--- config.mk ---
export PLATFORM = sky130hd
export DESIGN_NAME = npu_lsu_arb_flat
export DESIGN_NICKNAME = d
export VERILOG_FILES = /design/src/rtl/npu_lsu_arb_if.sv /design/src/rtl/npu_lsu_arb.sv /design/src/flat_wrapper.sv
export SDC_FILE = /design/constraint.sdc
export NUM_CORES = 1
export LEC_CHECK = 0
export CAP_MARGIN = 20
export CELL_PAD_IN_SITES_DETAIL_PLACEMENT = 1
export CELL_PAD_IN_SITES_GLOBAL_PLACEMENT = 1
export CORE_MARGIN = 3
export CORE_UTILIZATION = 25
export CTS_CLUSTER_SIZE = 24
export DETAILED_ROUTE_END_ITERATION = 10
export PLACE_DENSITY_LB_ADDON = 0.1
export REMOVE_ABC_BUFFERS = 1
export SETUP_SLACK_MARGIN = 0.02
export SYNTH_ARGS = -nofsm -noshare
export SYNTH_HDL_FRONTEND = slang
export SYNTH_SLANG_ARGS = --single-unit
--- constraint.sdc ---
create_clock -name clk_i -period 1.9 [get_ports clk_i]
set_clock_uncertainty 0.1 [all_clocks]
set_input_delay 0.285 -clock clk_i [delete_from_list [all_inputs] [get_ports clk_i]]
set_output_delay 0.285 -clock clk_i [all_outputs]
set_load 0.02 [all_outputs]
--- src/rtl/npu_lsu_arb_if.sv ---
// Requester-side and memory-side bus of npu_lsu_arb; signal suffixes are relative to the arbiter.
// slave = arbiter view, master = environment view.
interface npu_lsu_arb_if #(
  parameter int N_REQ  = 3,
  parameter int ADDR_W = 32,
  parameter int DATA_W = 32
);
  logic [N_REQ-1:0]        req_i;
  logic [N_REQ-1:0]        we_i;
  logic [N_REQ*ADDR_W-1:0] addr_i;
  logic [N_REQ*DATA_W-1:0] wdata_i;
  logic [N_REQ-1:0]        gnt_o;
  logic [N_REQ-1:0]        rvalid_o;
  logic [DATA_W-1:0]       rdata_o;
  logic                    mem_req_o;
  logic                    mem_we_o;
  logic [ADDR_W-1:0]       mem_addr_o;
  logic [DATA_W-1:0]       mem_wdata_o;
  logic                    mem_gnt_i;
  logic                    mem_rvalid_i;
  logic [DATA_W-1:0]       mem_rdata_i;
  logic                    busy_o;

  modport slave (
    input  req_i, we_i, addr_i, wdata_i, mem_gnt_i, mem_rvalid_i, mem_rdata_i,
    output gnt_o, rvalid_o, rdata_o, mem_req_o, mem_we_o, mem_addr_o, mem_wdata_o, busy_o
  );
  modport master (
    output req_i, we_i, addr_i, wdata_i, mem_gnt_i, mem_rvalid_i, mem_rdata_i,
    input  gnt_o, rvalid_o, rdata_o, mem_req_o, mem_we_o, mem_addr_o, mem_wdata_o, busy_o
  );
endinterface

--- src/rtl/npu_lsu_arb.sv ---
// Single-outstanding arbiter sharing one memory port among N_REQ LSU requesters (IDLE/REQ/WAIT).
// Round-robin by default; define NPU_LSU_ARB_PRIO_EN for fixed priority 2 > 0 > 1 (no pointer).
module npu_lsu_arb #(
  parameter int N_REQ  = 3,
  parameter int ADDR_W = 32,
  parameter int DATA_W = 32
) (
  input  logic         clk_i,
  input  logic         arstn_i,
  npu_lsu_arb_if.slave bus
);
  localparam int IDX_W = (N_REQ > 1) ? $clog2(N_REQ) : 1;

  typedef enum logic [1:0] {IDLE, REQ, WAIT} state_e;

  typedef struct packed {
    logic [IDX_W-1:0]  owner;
    logic              we;
    logic [ADDR_W-1:0] addr;
    logic [DATA_W-1:0] wdata;
  } txn_t;

  function automatic logic [IDX_W-1:0] nxt_idx(input logic [IDX_W-1:0] idx);
    return (idx == IDX_W'(N_REQ-1)) ? '0 : idx + IDX_W'(1);
  endfunction

  state_e                       state_q;
  txn_t                         txn_q, txn_d;
  logic [N_REQ-1:0][ADDR_W-1:0] addr_v;
  logic [N_REQ-1:0][DATA_W-1:0] wdata_v;
  logic                         win_vld;
  logic [IDX_W-1:0]             win_idx;
  logic [N_REQ-1:0]             owner_oh;
  logic                         gnt_fire, rsp_fire, mem_act;

  assign addr_v  = bus.addr_i;
  assign wdata_v = bus.wdata_i;

`ifdef NPU_LSU_ARB_PRIO_EN
  // Write-back drains first so the MAC output never stalls behind loads.
  always_comb begin
    win_vld = |bus.req_i;
    win_idx = '0;
    if (bus.req_i[2])      win_idx = IDX_W'(2);
    else if (bus.req_i[0]) win_idx = IDX_W'(0);
    else if (bus.req_i[1]) win_idx = IDX_W'(1);
  end
`else
  logic [IDX_W-1:0] ptr_q;
  logic [IDX_W-1:0] scan;

  // First requester found walking ptr, ptr+1, ... with wrap.
  always_comb begin
    win_vld = 1'b0;
    win_idx = '0;
    scan    = ptr_q;
    for (int k = 0; k < N_REQ; k++) begin
      if (!win_vld && bus.req_i[scan]) begin
        win_vld = 1'b1;
        win_idx = scan;
      end
      scan = nxt_idx(scan);
    end
  end
`endif

  always_comb begin
    txn_d       = txn_q;
    txn_d.owner = win_idx;
    txn_d.we    = bus.we_i[win_idx];
    txn_d.addr  = addr_v[win_idx];
    txn_d.wdata = wdata_v[win_idx];
  end

  assign gnt_fire = (state_q == REQ)  && bus.mem_gnt_i;
  assign rsp_fire = (state_q == WAIT) && bus.mem_rvalid_i;

  always_ff @(posedge clk_i or negedge arstn_i) begin
    if (!arstn_i) begin
      state_q <= IDLE;
      txn_q   <= '0;
`ifndef NPU_LSU_ARB_PRIO_EN
      ptr_q   <= '0;
`endif
    end else begin
      case (state_q)
        IDLE: if (win_vld) begin
          txn_q   <= txn_d;
          state_q <= REQ;
        end
        REQ: if (gnt_fire) begin
          state_q <= WAIT;
`ifndef NPU_LSU_ARB_PRIO_EN
          ptr_q   <= nxt_idx(txn_q.owner);
`endif
        end
        WAIT: if (rsp_fire) state_q <= IDLE;
        default: state_q <= IDLE;
      endcase
    end
  end

  assign owner_oh = N_REQ'(1) << txn_q.owner;
  assign mem_act  = (state_q == REQ);

  assign bus.gnt_o       = gnt_fire ? owner_oh : '0;
  assign bus.rvalid_o    = rsp_fire ? owner_oh : '0;
  assign bus.rdata_o     = rsp_fire ? bus.mem_rdata_i : '0;
  assign bus.mem_req_o   = mem_act;
  assign bus.mem_we_o    = mem_act & txn_q.we;
  assign bus.mem_addr_o  = mem_act ? txn_q.addr : '0;
  assign bus.mem_wdata_o = mem_act ? txn_q.wdata : '0;
  assign bus.busy_o      = (state_q != IDLE);
endmodule

--- src/flat_wrapper.sv ---
// flat-port wrapper written by rule: the top's interface ports become plain ports
module npu_lsu_arb_flat 
#(
  parameter int N_REQ  = 3,
  parameter int ADDR_W = 32,
  parameter int DATA_W = 32
)
  (clk_i, arstn_i, bus_req_i, bus_we_i, bus_addr_i, bus_wdata_i, bus_mem_gnt_i, bus_mem_rvalid_i, bus_mem_rdata_i, bus_gnt_o, bus_rvalid_o, bus_rdata_o, bus_mem_req_o, bus_mem_we_o, bus_mem_addr_o, bus_mem_wdata_o, bus_busy_o);
  npu_lsu_arb_if #(.N_REQ(N_REQ), .ADDR_W(ADDR_W), .DATA_W(DATA_W)) bus_i ();
  input  logic clk_i;
  input  logic arstn_i;
  input wire logic [$bits(bus_i.req_i)-1:0] bus_req_i;
  input wire logic [$bits(bus_i.we_i)-1:0] bus_we_i;
  input wire logic [$bits(bus_i.addr_i)-1:0] bus_addr_i;
  input wire logic [$bits(bus_i.wdata_i)-1:0] bus_wdata_i;
  input wire logic [$bits(bus_i.mem_gnt_i)-1:0] bus_mem_gnt_i;
  input wire logic [$bits(bus_i.mem_rvalid_i)-1:0] bus_mem_rvalid_i;
  input wire logic [$bits(bus_i.mem_rdata_i)-1:0] bus_mem_rdata_i;
  output wire logic [$bits(bus_i.gnt_o)-1:0] bus_gnt_o;
  output wire logic [$bits(bus_i.rvalid_o)-1:0] bus_rvalid_o;
  output wire logic [$bits(bus_i.rdata_o)-1:0] bus_rdata_o;
  output wire logic [$bits(bus_i.mem_req_o)-1:0] bus_mem_req_o;
  output wire logic [$bits(bus_i.mem_we_o)-1:0] bus_mem_we_o;
  output wire logic [$bits(bus_i.mem_addr_o)-1:0] bus_mem_addr_o;
  output wire logic [$bits(bus_i.mem_wdata_o)-1:0] bus_mem_wdata_o;
  output wire logic [$bits(bus_i.busy_o)-1:0] bus_busy_o;
  assign bus_i.req_i = bus_req_i;
  assign bus_i.we_i = bus_we_i;
  assign bus_i.addr_i = bus_addr_i;
  assign bus_i.wdata_i = bus_wdata_i;
  assign bus_i.mem_gnt_i = bus_mem_gnt_i;
  assign bus_i.mem_rvalid_i = bus_mem_rvalid_i;
  assign bus_i.mem_rdata_i = bus_mem_rdata_i;
  assign bus_gnt_o = bus_i.gnt_o;
  assign bus_rvalid_o = bus_i.rvalid_o;
  assign bus_rdata_o = bus_i.rdata_o;
  assign bus_mem_req_o = bus_i.mem_req_o;
  assign bus_mem_we_o = bus_i.mem_we_o;
  assign bus_mem_addr_o = bus_i.mem_addr_o;
  assign bus_mem_wdata_o = bus_i.mem_wdata_o;
  assign bus_busy_o = bus_i.busy_o;
  npu_lsu_arb #(.N_REQ(N_REQ), .ADDR_W(ADDR_W), .DATA_W(DATA_W)) u_core (.clk_i(clk_i), .arstn_i(arstn_i), .bus(bus_i));
endmodule
==> reports/results.txt <==
ratio of cells with drive above 1 in the final layout -> 32.22%
DRT iter0 DRCs -> 107
GRT Util Overall -> 21.63%
DRC viols -> 0
clock sinks -> 71
DP Worst Slack -> -440.9 ps
Pwr Total -> 0.01395 W
Hold WC Path Type -> in -> async
CP max-delay cell -> dfrtp_2
FMAX -> 0.4958 GHz
Total Wirelength -> 23,880 um
Max Fanout on Critical Path -> 4
most frequent cell after synthesis -> and2_1
DR WL/cell -> 21.17 um
CTS Buffer Depth -> 2
Yosys top cell by area -> dfrtp_1
max-slew violations -> 0
CP endpoint kind -> output pin
Buffers & Inverters on Critical Path -> 3
Unique masters post-synth -> 29
status -> complete, but fails checks
Congestion Overflow GR -> 0
WP data required -> 1510 ps
vias in the first global route -> 6,258
Root Buffer Master -> clkbuf_16
Rows -> 50
post-synthesis async set-or-reset flop share -> 100.0%
Synth Cell Area -> 4947 um^2
critical path cell sequence -> nor2b_4 -> buf_4 -> nand2_2 -> buf_4 -> nor2_1 -> buf_4
global-route wire length before repair -> 36,560 um
failing checks -> setup timing
RSZ-0062 raised after global routing -> yes
startpoint types -> flip-flop
final setup fails -> 83
power density over cell area -> 1471 nW/um^2
hpwl dp -> 17,170 um
sequential-to-total area share from yosys stat -> 35.91%
number of synthesized flops with an enable pin -> 0
number of iterations in the first detailed-routing pass -> 4
# IOs -> 339
core footprint -> 19,080 um^2
commonest register cell after synthesis -> dfrtp_1
delay-heaviest family, CP -> buffers and inverters
max-cap viol count -> 0
ANT nets after route -> 0
fill cell count -> 2,086
Crit path top cell by count -> buf_4
Slowest Stage Delay on Critical Path -> 420 ps
max_slew headroom -> 67.51%
post-route clock period utilization -> 106.2%
clk slew on worst S/H paths -> 60 ps
leakage power -> 3.988 nW
largest net degree at the start of global routing -> 45
nets@finish -> 1,096
die extent in y -> 146.7 um
PortBufs -> 338
die area -> 21,510 um^2
Hold Violations, Final -> 0
Vias per Instance -> 4.916
#FFs+latches synth -> 71
initial antenna violation count -> 3
Post-synth top cells -> and2_1, dfrtp_1, nor2_1, mux2i_1, nor4_1
starting density of the core -> 25.93%
die width -> 146.7 um
CTS tree -> done
top cell type's share of synthesized area -> 35.91%
Peak VDD IR -> 0.8167 mV
min Tclk post-route -> 2017 ps
Slew @ Worst Pin -> 487.3 ps
final worst setup slack -> -117.1 ps
GPL Wtd Cong -> 0.8195
H-tree Lvls -> 3
total number of vias -> 5,545
Ys Warns -> 0
Skew-Pair Late Insertion Delay -> 340 ps
top cells by area, synth -> dfrtp_1, mux2i_1, a211oi_2
area grow syn2layout -> 91.76%
syn avg cell area -> 9.569 um^2
WP data arrival -> 1630 ps
cts bufs inserted -> 9
Post-Synthesis Cells -> 517
WS Path Type -> reg -> out
[final timing paths]
path | start | endpoint | slack (ps) | depth (start not counted)
min in group clk_i | u_core.txn_q[38]$_DFFE_PN0P_ | u_core.txn_q[38]$_DFFE_PN0P_ | 460 | 2
worst max-delay path | u_core.state_q[1]$_DFFE_PN0P_ | bus_gnt_o[2] | -120 | 6
worst min-delay path | arstn_i | u_core.txn_q[15]$_DFFE_PN0P_ | 330 | 2
max in group asynchronous | arstn_i | u_core.txn_q[20]$_DFFE_PN0P_ | 740 | 3
worst min register to register | u_core.txn_q[38]$_DFFE_PN0P_ | u_core.txn_q[38]$_DFFE_PN0P_ | 460 | 2
worst max register to register | u_core.ptr_q[0]$_DFFE_PN0P_ | u_core.txn_q[44]$_DFFE_PN0P_ | 100 | 6
[placed cells by master (no fill, tap or decap), types with 14 or more instances in the layout]
| cell | count |
|---|---|
| a211oi_1 | 14 |
| a211oi_2 | 50 |
| and2_1 | 62 |
| and2_4 | 35 |
| buf_12 | 14 |
| buf_2 | 15 |
| buf_4 | 53 |
| buf_6 | 45 |
| clkdlybuf4s15_2 | 18 |
| clkdlybuf4s50_1 | 230 |
| dfrtp_1 | 68 |
| mux2i_1 | 61 |
| nor2_1 | 68 |
| nor4_1 | 62 |
[through the flow]
step	area, um^2	instances	utilization [%]	hold slack (ps)	setup TNS, ps
2_1_floorplan	4646	465	-	-110.6	-233320
3_3_place_gp	8753	1096	45.88	165.7	-37050
3_5_place_dp	8753	1096	45.88	167.1	-41550
4_1_cts	9370	1124	49.11	336.2	-7691
5_1_grt	9487	1128	49.72	382.5	-13870
6_report	9487	1128	49.72	326.3	-5971
[power breakdown]
| group | switching [W] | total, W | internal, W |
|---|---|---|---|
| sequential | 0.000446 | 0.00273 | 0.00229 |
| clock | 0.000673 | 0.00183 | 0.00115 |
| combinational | 0.00506 | 0.00939 | 0.00433 |
[flip-flops by register name, indices dropped and copies added (netlist names)]
name / flops
u_core.txn_q: 67
u_core.state_q: 2
u_core.ptr_q: 2
[final cells by class]
class                           count  area, um^2  share of cell area (%)
Clock inverter                      2       37.54                  0.3957
Sequential cell                    71        1780                   18.77
Antenna cell                        2       5.005                 0.05276
Tap cell                          260       325.3                   3.429
Timing Repair Buffer              386        3980                   41.95
Clock buffer                       13       280.3                   2.954
Multi-Input combinational cell    391        3067                   32.33
Inverter                            3       11.26                  0.1187
[per-layer routing]
layer  track usage (%)  share of wire (%)  up-vias
met1             24.01                 38     2712
met2             38.88                 51      234
met4             6.867                2.0        2
met5                 0              0.054        -
li1                  -                  -     2562
met3             7.263                9.0       35
[kinds of logic (layout without fill, tap and decap cells)]
kind of cell           after synthesis  in the layout  share of synthesized area, %
AND/OR/NAND/NOR                    249            249                         27.47
flip-flops                          71             71                         35.91
AO/OA/AOI/OAI                       77             77                         17.15
buffers and inverters               55            404                         6.323
multiplexers                        65             65                         13.15
other                                0              2                             0
[repair_timing]
action                                 CTS  global route
gates cloned                             5             2
hold buffers                             1             0
gates resized for setup                562            24
endpoints found under the hold margin   32             0
pin swaps                               18             5
setup buffers                            7             2
setup endpoints to repair              129           156
Note: power is estimated with default switching activity, not from simulation.
